## config.mk

```make
export PLATFORM = sky130hd
export DESIGN_NAME = pulse_generator
export DESIGN_NICKNAME = d
export VERILOG_FILES = /design/src/rtl/pulse_generator.sv
export SDC_FILE = /design/constraint.sdc
export NUM_CORES = 1
export LEC_CHECK = 0
export BUFFER_PORTS_ARGS = -buffer_cell sky130_fd_sc_hd__buf_4
export CORE_AREA = 2 2 39 41
export CTS_CLUSTER_DIAMETER = 30
export DETAILED_ROUTE_END_ITERATION = 10
export DIE_AREA = 0 0 41 43
export PLACE_DENSITY_LB_ADDON = 0.05
export REMOVE_ABC_BUFFERS = 1
export SETUP_SLACK_MARGIN = 0.05
export SYNTH_ARGS = -nofsm -noshare
export SYNTH_HDL_FRONTEND = slang
export SYNTH_SLANG_ARGS = --single-unit
```

## constraint.sdc

```tcl
create_clock -name clk -period 3 [get_ports clk]
set_input_delay 0.15 -clock clk [delete_from_list [all_inputs] [get_ports clk]]
set_output_delay 0.15 -clock clk [all_outputs]
set_load 0.01 [all_outputs]
```

## src/rtl/pulse_generator.sv

```systemverilog
// Programmable periodic strobe: one-cycle high pulse on out every `ticks` cycles while ena is high.
// ticks = 0 or ena = 0 holds the block idle with the counter cleared, so a re-enable restarts a full period.
module pulse_generator #(
    parameter int N = 8
) (
    input  logic         clk,
    input  logic         rst,
    input  logic         ena,
    input  logic [N-1:0] ticks,
    output logic         out
);

    logic [N-1:0] counter;
    logic [N-1:0] counter_next;
    logic [N-1:0] ticks_m1;
    logic         out_next;
    logic         idle;
    logic         wrap;

    assign ticks_m1 = ticks - 1'b1;
    assign idle     = !ena || (ticks == '0);
    // >= rather than == so a live shrink of ticks below the count wraps at once instead of running through 2^N.
    assign wrap     = (counter >= ticks_m1);

    always_comb begin
        // NOTE: every output of this block gets a default first, so no path can leave one unassigned and infer a latch.
        counter_next = counter + 1'b1;
        out_next     = 1'b0;
        if (idle) begin
            counter_next = '0;
        end else if (wrap) begin
            counter_next = '0;
            out_next     = 1'b1;
        end
    end

    always_ff @(posedge clk or negedge rst) begin
        // NOTE: state registers use non-blocking assignments so every flop samples pre-edge values.
        if (!rst) begin
            counter <= '0;
            out     <= 1'b0;
        end else begin
            counter <= counter_next;
            out     <= out_next;
        end
    end

endmodule

```

* After elaboration in Yosys (flattened, before gate mapping)
Index checks and enable logic that the tools add are counted.
** Word-level totals
- Bits in registers :: 9
- Input bits :: 11
** Cells by class
- Add/subtract/negate cells :: 2
- Magnitude comparators :: 1
- Multiplexer cells :: 4
- Reduce and logical (&&, ||, !) cells :: 3
** Operators with widths (number)
- 8-bit two-way mux :: 2
- 8-bit by 1-bit adder with 8-bit output (second input constant) :: 1
- 8-bit greater-or-equal comparator :: 1
- 8-bit logical NOT :: 1
- 8-bit by 1-bit subtractor with 8-bit output (second input constant) :: 1
- 1-bit two-way mux :: 2
- 1-bit logical NOT :: 1
- 1-bit logical OR :: 1

* Longest topological paths before layout
Gate-level depths: netlist of the first run.
- Depth in word-level cells :: 4
- Depth in mapped cells :: 9

* Worst setup path after synthesis of the first run
No wires, ideal clock.
- Kind :: input to register
- Start :: in ticks[1]
- End :: reg out
- Setup time :: 75 ps
- Arrival :: 1732 ps
- Path slack :: 1194 ps
- Stages :: 7
- Buffers on the path :: 0
- Cells stage by stage :: nor3_1 -> nor3b_1 -> xnor2_1 -> ha_1 -> nand2_1 -> o41ai_4 -> nor2b_1
** On the way
- Word-level cells in the longest chain between the ends :: 4
- Elaborated cells between the ends (all ways) :: 6
** Ends and longest elaborated chain
- from (decl) :: line 9 : input logic [N-1:0] ticks,
- 8-bit by 1-bit subtractor with 8-bit output :: line 20 : assign ticks_m1 = ticks - 1'b1;
- 8-bit greater-or-equal comparator :: line 23 : assign wrap = (counter >= ticks_m1);
- 1-bit two-way mux :: line 31 : end else if (wrap) begin
- 1-bit two-way mux * :: line 29 : if (idle) begin
- named net out_next :: line 16 : logic out_next;
- to (signal assigned) :: line 44 : out <= out_next;
- to (decl) :: line 10 : output logic out
The timed path passes the listed nets; every way through them passes the cells marked *.

* Final worst setup path of the first run
- Start :: in ticks[3]
- End :: reg counter[2]
** On the way
- Word-level cells in the longest chain between the ends :: 4
- Elaborated cells between the ends (all ways) :: 6
** Ends and longest elaborated chain
- 8-bit by 1-bit subtractor with 8-bit output :: line 20
- 8-bit greater-or-equal comparator :: line 23
- 8-bit two-way mux :: line 31
- 8-bit two-way mux * :: line 29
- named net counter_next[2] :: line 14 : logic [N-1:0] counter_next;
- to (signal assigned) :: line 43 : counter <= counter_next;
- to (decl) :: line 13 : logic [N-1:0] counter;
Marked as above.

==> flow_summary.json, run 1 <==
{
  "ys_seq_elements": 9,
  "dr.pass1.iters": 3,
  "slowest_delay_ns": 0.57,
  "syn_to_final_growth_pct": 19.2,
  "synth_flop_cell": "dfrtp_1",
  "arrival_ns": 2.02,
  "fin_skew_ns": 0.000487,
  "cp_max_fo": 9,
  "ctsHoldBuffers": 1,
  "final_cell_mix": "ha_1 (11), buf_4 (11), nor3_1 (9), dfrtp_1 (9), xnor2_1 (7)",
  "port_buffers": 11,
  "cp.buffers_inverters": 1,
  "synth_cell_types": 21,
  "power_density_nw_per_um2": 338,
  "nFillCells": 132,
  "cap_violations": 0,
  "wirelength_mm": 1.32,
  "fin_setup_tns_ns": 0,
  "relSlewSlack": 0.542,
  "hold_viol_final": 0,
  "dr.first_iter.drc_count": 4,
  "ir_drop_mv": 0.268,
  "syn_area_sq_um": 723,
  "antenna_found_initial": 0,
  "h-tree-depth": 1,
  "grt_pass1_vias": 551,
  "io_pins": 12,
  "dp_hpwl_mm": 1.08,
  "place.gp.congestion": 0.746,
  "cts_max_path_buffers": 2,
  "initial_utilization": 0.523,
  "run_status": "completed",
  "synth_edf_count": 0,
  "fin_nets": 111,
  "track_usage": 0.185,
  "start_kind": "input pin",
  "synthArstFlopShare": 1.00,
  "antenna_cells": 0,
  "avgSynthCellArea_sq_um": 10.0,
  "placed_area_sq_um": 826,
  "p_leak_nw": 0.428,
  "core_area_sq_um": 1380,
  "ys_warn_count": 0,
  "crit_path_cell_trace": "buf_4 > nor2_1 > nand2_1 > nor4_1 > xnor2_1 > ha_1 > nand2_2 > o41ai_4 > nor3_1",
  "tightest_slew_ns": 0.682,
  "finalSetupViolations": 0,
  "cp-end-kind": "register",
  "post_cts_resized": 0,
  "yosysSeqAreaShare": 0.311,
  "min_period_ns": 1.92,
  "register_area_sq_um": 225,
  "hp-class": "in -> async",
  "worstSetupPathType": "in -> reg",
  "grt_pass1_wl_mm": 2.13,
  "max_freq_mhz": 520,
  "cts-root-buf": "clkbuf_4",
  "wire_per_inst_microns": 12.7,
  "num_vias": 550,
  "cts_tree": "done",
  "cp_data_required_time_ns": 3.10,
  "crit_slowest_cell": "o41ai_4",
  "row_count": 14,
  "clock-sinks": 9,
  "die_h_microns": 43,
  "postCtsSetupRepairBufs": 0,
  "fin_util": 0.623,
  "die-area_sq_um": 1760,
  "final_area_sq_um": 862,
  "multi_input_area_sq_um": 483,
  "crit_family": "simple AND/OR/NAND/NOR gates",
  "drive_above_1_share": 0.216,
  "period_share": 0.641,
  "overflow": 0,
  "worstSkewPairLatency_ns": 0.25,
  "drc_errors": 0,
  "drtAntennaViolNets": 0,
  "die-width_microns": 41,
  "avgViaCountPerCell": 5.29,
  "rsz0062_at_grt": "no",
  "syn-instance-count": 72,
  "path_clk_slew_ns": 0.06,
  "grt_max_degree": 10,
  "cts_buffers": 3,
  "report.final.slew_viol_count": 0
}
-- cell families (layout without fill, tap and decap cells) --
logic type,after synthesis,in the layout,share of synthesized area
XOR/XNOR,12,12,0.145
buffers and inverters,4,20,0.0208
adder cells (fa/ha/maj),11,11,0.190
flip-flops,9,9,0.311
AND/OR/NAND/NOR,29,29,0.213
AO/OA/AOI/OAI,7,7,0.119
-- cells in the mapped netlist, drive strengths merged, types with 2 or more instances --
cell	number	area, sq um
xnor2	7	61.3
xor2	5	43.8
nor2	4	15.0
a21oi	2	10.0
inv	4	15.0
ha	11	138
o21a	2	16.3
nand3	4	20.0
nand2	5	21.3
nor3	9	45.0
and3	3	18.8
dfrtp	9	225
-- cell type report --
type / instances / share of cell area
multi-input cells: 59 / 0.560
flip-flops and latches: 9 / 0.261
repair buffers: 12 / 0.107
inverters: 4 / 0.0174
clock buffers: 4 / 0.0305
well taps: 16 / 0.0232
-- worst register-to-register path, delay by kind of cell, from the launching register on --
family	cells	cell delay, ns
AOI/OAI and AO/OA	2	0.59
adders and majority gates	1	0.26
buffers and inverters	1	0.06
DFF	1	0.39
and+or+nand+nor	2	0.38
-- path summary, 6_finish.rpt --
| check | from | end | slack (ns) | cells past startpoint |
|---|---|---|---|---|
| hold reg to reg | counter[0]$_DFF_PN0_ | counter[0]$_DFF_PN0_ | 0.51 | 1 |
| setup / recovery | ticks[3] | counter[2]$_DFF_PN0_ | 1.08 | 9 |
| setup reg to reg | counter[0]$_DFF_PN0_ | counter[2]$_DFF_PN0_ | 1.24 | 6 |
| min in group clk | ena | out$_DFF_PN0_ | 0.41 | 3 |
| max in group asynchronous | rst | counter[0]$_DFF_PN0_ | 2.62 | 2 |
| hold / removal | rst | counter[7]$_DFF_PN0_ | 0.25 | 2 |
-- metrics by stage --
step	power, mW	std cells	setup slack [ns]	hold slack, ns
floorplan	0.181	72	1.19	-0.146
global placement	0.204	99	0.899	-0.0246
detailed placement	0.205	99	0.796	-0.0232
CTS	0.299	104	1.06	0.246
global route	0.312	104	0.959	0.278
finish	0.291	104	1.08	0.252
-- registers in the layout, summed over array words and instances (netlist names) --
| name | cells |
|---|---|
| counter | 8 |
| out | 1 |
-- power by group --
part	leakage, nW	switching (mW)	internal [mW]
logic	0.289	0.0349	0.0379
clock network	0.0150	0.0378	0.0510
registers	0.123	0.00415	0.125
total	0.428	0.0769	0.214
-- per-layer routing --
metal | up-vias | part of all wire | GRT usage
li1 | 287 | - | -
met1 | 249 | 0.47 | 0.227
met2 | 12 | 0.50 | 0.291
met3 | 2 | 0.025 | 0.0157
met4 | 0 | 0.0083 | 0.120
met5 | - | 0 | 0
No activity file was read; power rests on OpenSTA's default activity.
==> run 2, diff against run 1 <==
--- a/config.mk
+++ b/config.mk
@@ -5,11 +5,13 @@
 export SDC_FILE = /design/constraint.sdc
 export NUM_CORES = 1
 export LEC_CHECK = 0
+export ABC_AREA = 1
 export BUFFER_PORTS_ARGS = -buffer_cell sky130_fd_sc_hd__buf_4
-export CORE_AREA = 2 2 39 41
+export CORE_ASPECT_RATIO = 0.9
+export CORE_MARGIN = 1.5
+export CORE_UTILIZATION = 54
 export CTS_CLUSTER_DIAMETER = 30
 export DETAILED_ROUTE_END_ITERATION = 10
-export DIE_AREA = 0 0 41 43
 export PLACE_DENSITY_LB_ADDON = 0.05
 export REMOVE_ABC_BUFFERS = 1
 export SETUP_SLACK_MARGIN = 0.05
==> constraint.sdc (replaced) <==
create_clock -name clk -period 2 [get_ports clk]
set_input_delay 0.1 -clock clk [delete_from_list [all_inputs] [get_ports clk]]
set_output_delay 0.1 -clock clk [all_outputs]
set_load 0.01 [all_outputs]
==> run 2 against run 1 <==
Compared with the run above:
- worst hold slack got worse by 0.064 ns
- setup slack got worse by 0.69 ns
- utilization up 9.1 points
- final cell count increased by 23%
- count of clock-buffer cells in the layout did not move
- sequential share of layout area shrank 2.0 points
- die area is 2.8% lower
- flip-flop and latch count did not move
- critical path depth is 1 higher
- wire length up 4.8%
- critical path type unchanged
- critical endpoint is now counter[4]$_DFF_PN0_
- largest cell class unchanged
- highest routed layer unchanged
==> flow_summary.json, run 2 <==
{
  "run_status": "completed",
  "synth_top_cell_by_area": "dfrtp_1",
  "port_buffers": 11,
  "crit_top_cell": "nor2_2",
  "dp_hpwl_mm": 1.18,
  "grt_max_degree": 10,
  "dr.first_iter.drc_count": 10,
  "worstSetupPathType": "in -> reg",
  "yosys-top-cells-count": "nand2_1 (18), inv_1 (15), nor2_2 (12), ha_1 (11), dfrtp_1 (9)",
  "drtAntennaViolNets": 0,
  "place.gp.congestion": 0.721,
  "overflow": 0,
  "hp-class": "in -> async",
  "r2r_setup_slack_ns": 0.49,
  "fin_skew_ns": 0.00514,
  "relSlewSlack": 0.856,
  "fin_setup_tns_ns": 0,
  "crit_slowest_cell": "ha_1",
  "finalSetupViolations": 0,
  "power_density_nw_per_um2": 474,
  "cp_max_fo": 8,
  "initial_utilization": 0.609,
  "drive_above_1_share": 0.272,
  "grt_pass1_vias": 584,
  "p_total_mw": 0.441,
  "largest_register_ffs": 8,
  "syn_to_final_growth_pct": 17.1,
  "drc_errors": 0,
  "die-area_sq_um": 1710,
  "nFillCells": 108,
  "cts_tree": "done",
  "cap_violations": 0,
  "grt_pass1_wl_mm": 2.48,
  "syn-instance-count": 98,
  "final_area_sq_um": 932,
  "synth_compound_area_frac": 0.0252,
  "ys_top_cells_by_area": "dfrtp_1 (28%), ha_1 (17%), nor2_2 (9.4%)",
  "wire_per_inst_microns": 10.8,
  "synthAdderAreaFrac": 0.173,
  "cts-root-buf": "clkbuf_4",
  "row_count": 12,
  "avgViaCountPerCell": 4.80,
  "ir_drop_mv": 0.386,
  "report.final.slew_viol_count": 0,
  "die-width_microns": 43.5,
  "path_clk_slew_ns": 0.07,
  "placed_area_sq_um": 896,
  "fin_nets": 137,
  "post_cts_resized": 0,
  "synthArstFlopShare": 1.00,
  "slowest_delay_ns": 0.30,
  "antenna_cells": 0,
  "regMostFlops": "counter",
  "cp_data_required_time_ns": 2.19,
  "core_area_sq_um": 1310,
  "tightest_slew_ns": 0.216,
  "syn_area_sq_um": 796,
  "synth_flop_cell": "dfrtp_1",
  "arrival_ns": 1.80,
  "final_common_cell": "nand2_1",
  "start_kind": "input pin",
  "synth_top_family_by_area": "simple AND/OR/NAND/NOR gates",
  "top_regs": "counter (8), out (1)",
  "final_cell_mix": "nand2_1 (18), inv_1 (15), nor2_2 (12)",
  "yosys.area_share.simple": 0.327,
  "synth_top_area_share": 0.283,
  "min_period_ns": 1.61,
  "io_pins": 12,
  "wirelength_mm": 1.38,
  "p_leak_nw": 0.478,
  "ys_seq_elements": 9,
  "track_usage": 0.208,
  "die_h_microns": 39.4,
  "cts_buffers": 3,
  "dr.pass1.iters": 4,
  "clock-sinks": 9,
  "h-tree-depth": 1,
  "worstSkewPairLatency_ns": 0.26,
  "antenna_found_initial": 0,
  "synth_xor_area_frac": 0.121,
  "rsz0062_at_grt": "no",
  "synth_edf_count": 0,
  "hold_viol_final": 0,
  "synth.area.mux_share": 0,
  "max_freq_mhz": 621,
  "cts_max_path_buffers": 2,
  "num_vias": 614,
  "cp-end-kind": "register",
  "synth_cell_types": 19,
  "yosysSeqAreaShare": 0.283,
  "avgSynthCellArea_sq_um": 8.12,
  "ys_warn_count": 0,
  "crit_path_cell_trace": "buf_4 > or2_1 > nor2_2 > nand3_1 > xor2_1 > ha_1 > a21o_1 > nor2_2 > nand3_4 > nor2_2",
  "synth_most_common_cell": "nand2_1",
  "period_share": 0.805
}
==> run 2: worst max-delay path: cells and delay by family <==
kind	cells	cell delay [ns]
AND/OR/NAND/NOR	6	0.93
buffers and inverters	1	0.12
XOR/XNOR	1	0.16
AO/OA/AOI/OAI	1	0.20
adder cells (fa/ha/maj)	1	0.30
==> run 2: area by class of cell <==
class	instances	area (sq um)	area share
Tap cell	14	17.5	0.0188
Clock buffer	4	26.3	0.0282
Sequential cell	9	225	0.242
Timing Repair Buffer	12	92.6	0.0993
Multi-Input combinational cell	74	514	0.552
Inverter	15	56.3	0.0604
==> run 2: cell families after synthesis <==
family                   Yosys count
AND/OR/NAND/NOR                   49
buffers and inverters             15
XOR/XNOR                          11
adder cells (fa/ha/maj)           11
flip-flops                         9
AO/OA/AOI/OAI                      3
==> run 2: timing repair <==
action | in CTS | in global routing
hold buffers | 1 | 0
hold endpoints to repair | 9 | 0
buffers inserted | 0 | 0
==> run 2: routing by layer <==
metal,wire length (microns),GRT usage,up-vias
met3,60,0.0691,2
met1,639,0.242,268
met5,0,0,-
met4,13,0.0758,0
met2,670,0.358,10
li1,-,-,334
==> run 2: final timing paths <==
| kind | end | from | cells past startpoint |
|---|---|---|---|
| worst min register to register | counter[0]$_DFF_PN0_ | counter[0]$_DFF_PN0_ | 1 |
| worst max-delay path | counter[4]$_DFF_PN0_ | ticks[4] | 10 |
| min in group clk | out$_DFF_PN0_ | ena | 4 |
| worst max register to register | counter[4]$_DFF_PN0_ | counter[2]$_DFF_PN0_ | 8 |
| worst min-delay path | counter[3]$_DFF_PN0_ | rst | 2 |
| max in group asynchronous | counter[2]$_DFF_PN0_ | rst | 2 |
==> run 2: where the power goes <==
group          switching, mW  internal [mW]  leakage (nW)
Clock                 0.0675         0.0771        0.0150
Sequential           0.00848          0.188         0.123
Combinational         0.0531         0.0472         0.340
Total                  0.129          0.312         0.478
==> run 2: per-stage QoR <==
step	cells	utilization	setup slack (ns)	hold slack, ns
floorplan	98	-	0.389	-0.196
global placement	123	0.686	0.191	-0.0725
detailed placement	123	0.686	0.111	-0.0695
CTS	128	0.714	0.388	0.185
global route	128	0.714	0.243	0.201
finish	128	0.714	0.390	0.188
==> run 3, diff against run 2 <==
--- a/config.mk
+++ b/config.mk
@@ -9,7 +9,7 @@
 export BUFFER_PORTS_ARGS = -buffer_cell sky130_fd_sc_hd__buf_4
 export CORE_ASPECT_RATIO = 0.9
 export CORE_MARGIN = 1.5
-export CORE_UTILIZATION = 54
+export CORE_UTILIZATION = 49
 export CTS_CLUSTER_DIAMETER = 30
 export DETAILED_ROUTE_END_ITERATION = 10
 export PLACE_DENSITY_LB_ADDON = 0.05
==> constraint.sdc (replaced) <==
create_clock -name clk -period 1.3 [get_ports clk]
set_input_delay 0.065 -clock clk [delete_from_list [all_inputs] [get_ports clk]]
set_output_delay 0.065 -clock clk [all_outputs]
set_load 0.01 [all_outputs]
==> run 3 against run 2 <==
Compared with the run above:
- the flow now finishes with violations (setup timing)
- count of clock-buffer cells in the layout is the same
- setup slack worse by 0.57 ns
- final cell count increased by 20%
- wire length increased by 13%
- non-clock buffer count up 18
- flip-flop and latch count unchanged
- critical endpoint is now counter[3]$_DFF_PN0_
- largest cell class unchanged
==> flow_summary.json, run 3 (same netlist as run 2, synthesis figures left out) <==
{
  "run_status": "finished, violations left",
  "violations": "setup timing",
  "critical_path_depth": 10,
  "cp-end-kind": "register",
  "wirelength_mm": 1.56,
  "final_cell_mix": "buf_4 (27), nand2_1 (16), inv_1 (14)",
  "dp_hpwl_mm": 1.31,
  "drc_errors": 0,
  "p_clk_frac": 0.302,
  "final_area_sq_um": 1110,
  "dp.cells": 148,
  "crit_family": "simple AND/OR/NAND/NOR gates",
  "relSlewSlack": 0.846,
  "drtAntennaViolNets": 0,
  "p_int_mw": 0.511,
  "placed_area_sq_um": 1030,
  "cts_buffers": 3,
  "hp-class": "in -> async",
  "power.net_switching_mw": 0.206,
  "cap_violations": 0,
  "fin_util": 0.751,
  "overflow": 0,
  "h-tree-depth": 1,
  "grt_pass1_wl_mm": 2.68,
  "die-area_sq_um": 1880,
  "cts-root-buf": "clkbuf_4",
  "die-width_microns": 45.5,
  "timing.final.ws_setup_ns": -0.176,
  "drive_above_1_share": 0.424,
  "port_buffers": 11,
  "antenna_cells": 0,
  "min_period_ns": 1.48,
  "track_usage": 0.213,
  "slowest_delay_ns": 0.29,
  "report.final.slew_viol_count": 0,
  "wire_per_inst_microns": 10.1,
  "row_count": 13,
  "grt_pass1_vias": 646,
  "clock-sinks": 9,
  "io_pins": 12,
  "initial_utilization": 0.538,
  "worstSetupPathType": "in -> reg",
  "tightest_slew_ns": 0.231,
  "grt_max_degree": 10,
  "power_frac_seq": 0.412,
  "antenna_found_initial": 0,
  "crit_path_cell_trace": "buf_6 > or2_1 > nor2_2 > nand3_1 > xor2_1 > ha_1 > a21o_1 > nor2_2 > nand3_4 > nor2_4",
  "cts_tree": "done",
  "switching_share": 0.288,
  "max_freq_mhz": 677,
  "core_area_sq_um": 1480,
  "place.gp.congestion": 0.745,
  "reg2reg_depth": 5,
  "nFillCells": 121,
  "rsz0062_at_grt": "yes",
  "fin_nets": 155,
  "largest_register_ffs": 8,
  "final_common_cell": "buf_4",
  "die_h_microns": 41.2,
  "dr.first_iter.drc_count": 2,
  "num_vias": 694,
  "top_regs": "counter (8), out (1)",
  "crit_slowest_cell": "ha_1",
  "cp_data_required_time_ns": 1.49,
  "syn_to_final_growth_pct": 39.6,
  "share_comb_of_total_power": 0.286,
  "dr.pass1.iters": 5,
  "cp.buffers_inverters": 1,
  "p_leak_nw": 0.572,
  "cp_max_fo": 8,
  "finalSetupViolations": 9,
  "final_cells": 154,
  "avgViaCountPerCell": 4.51,
  "arrival_ns": 1.67,
  "ir_drop_mv": 0.553,
  "path_clk_slew_ns": 0.06,
  "fin_skew_ns": 0.000300,
  "worstSkewPairLatency_ns": 0.26,
  "start_kind": "input pin",
  "power_density_nw_per_um2": 646,
  "crit_top_cell": "nor2_2",
  "hold_viol_final": 0,
  "regMostFlops": "counter",
  "period_share": 1.14,
  "cts_max_path_buffers": 2
}
==> run 3: changes by cell type in the layout (fill, tap and decap cells not counted), sizes merged <==
cell  delta
buf     +18
==> run 3: layout make-up <==
| cell class | instances | area [sq um] | area share |
|---|---|---|---|
| multi-input combinational | 74 | 541 | 0.486 |
| tap | 22 | 27.5 | 0.0248 |
| inverter | 15 | 56.3 | 0.0507 |
| clock buffer | 4 | 26.3 | 0.0236 |
| timing repair buffer | 30 | 235 | 0.212 |
| sequential | 9 | 225 | 0.203 |
==> run 3: per-layer routing <==
metal  up-vias  part of all wire  wire length [microns]  track usage
met4         0             0.010                     16       0.0662
met3         2             0.023                     36       0.0661
li1        371                 -                      -            -
met2         6              0.53                    820        0.380
met5         -                 0                      0            0
met1       315              0.44                    686        0.245
==> run 3: final timing paths <==
path                                      startpoint                    to  slack (ns)
worst max-delay path                        ticks[3]  counter[3]$_DFF_PN0_       -0.18
worst min-delay path                             rst  counter[1]$_DFF_PN0_        0.16
min in group clk                                 ena         out$_DFF_PN0_        0.18
max in group asynchronous                        rst  counter[4]$_DFF_PN0_        1.01
worst min register to register  counter[0]$_DFF_PN0_  counter[0]$_DFF_PN0_        0.55
worst max register to register  counter[7]$_DFF_PN0_  counter[3]$_DFF_PN0_       -0.13
==> run 3: stage by stage <==
stage | setup TNS [ns] | setup slack, ns | hold WS (ns) | power [mW]
after floorplan | -2.37 | -0.276 | -0.231 | 0.407
after global placement | -3.89 | -0.453 | -0.106 | 0.488
after detailed placement | -4.19 | -0.499 | -0.102 | 0.496
after CTS | -1.41 | -0.211 | 0.153 | 0.725
after global routing | -2.24 | -0.263 | 0.177 | 0.770
final | -1.46 | -0.176 | 0.159 | 0.717
==> run 3: repair_timing <==
item,CTS,global route
resized for setup,7,3
endpoints found under the setup margin,9,9
buffers inserted,0,1
hold buffers,1,0
hold endpoints to repair,9,0
pin swaps,10,3
==> run 3: power by group through the flow <==
stage	Combinational, mW	Clock, mW	Sequential (mW)
after floorplan	0.102	0	0.305
after global placement	0.187	0	0.301
after detailed placement	0.194	0	0.301
after CTS	0.203	0.225	0.296
after global routing	0.231	0.243	0.297
final	0.205	0.217	0.295
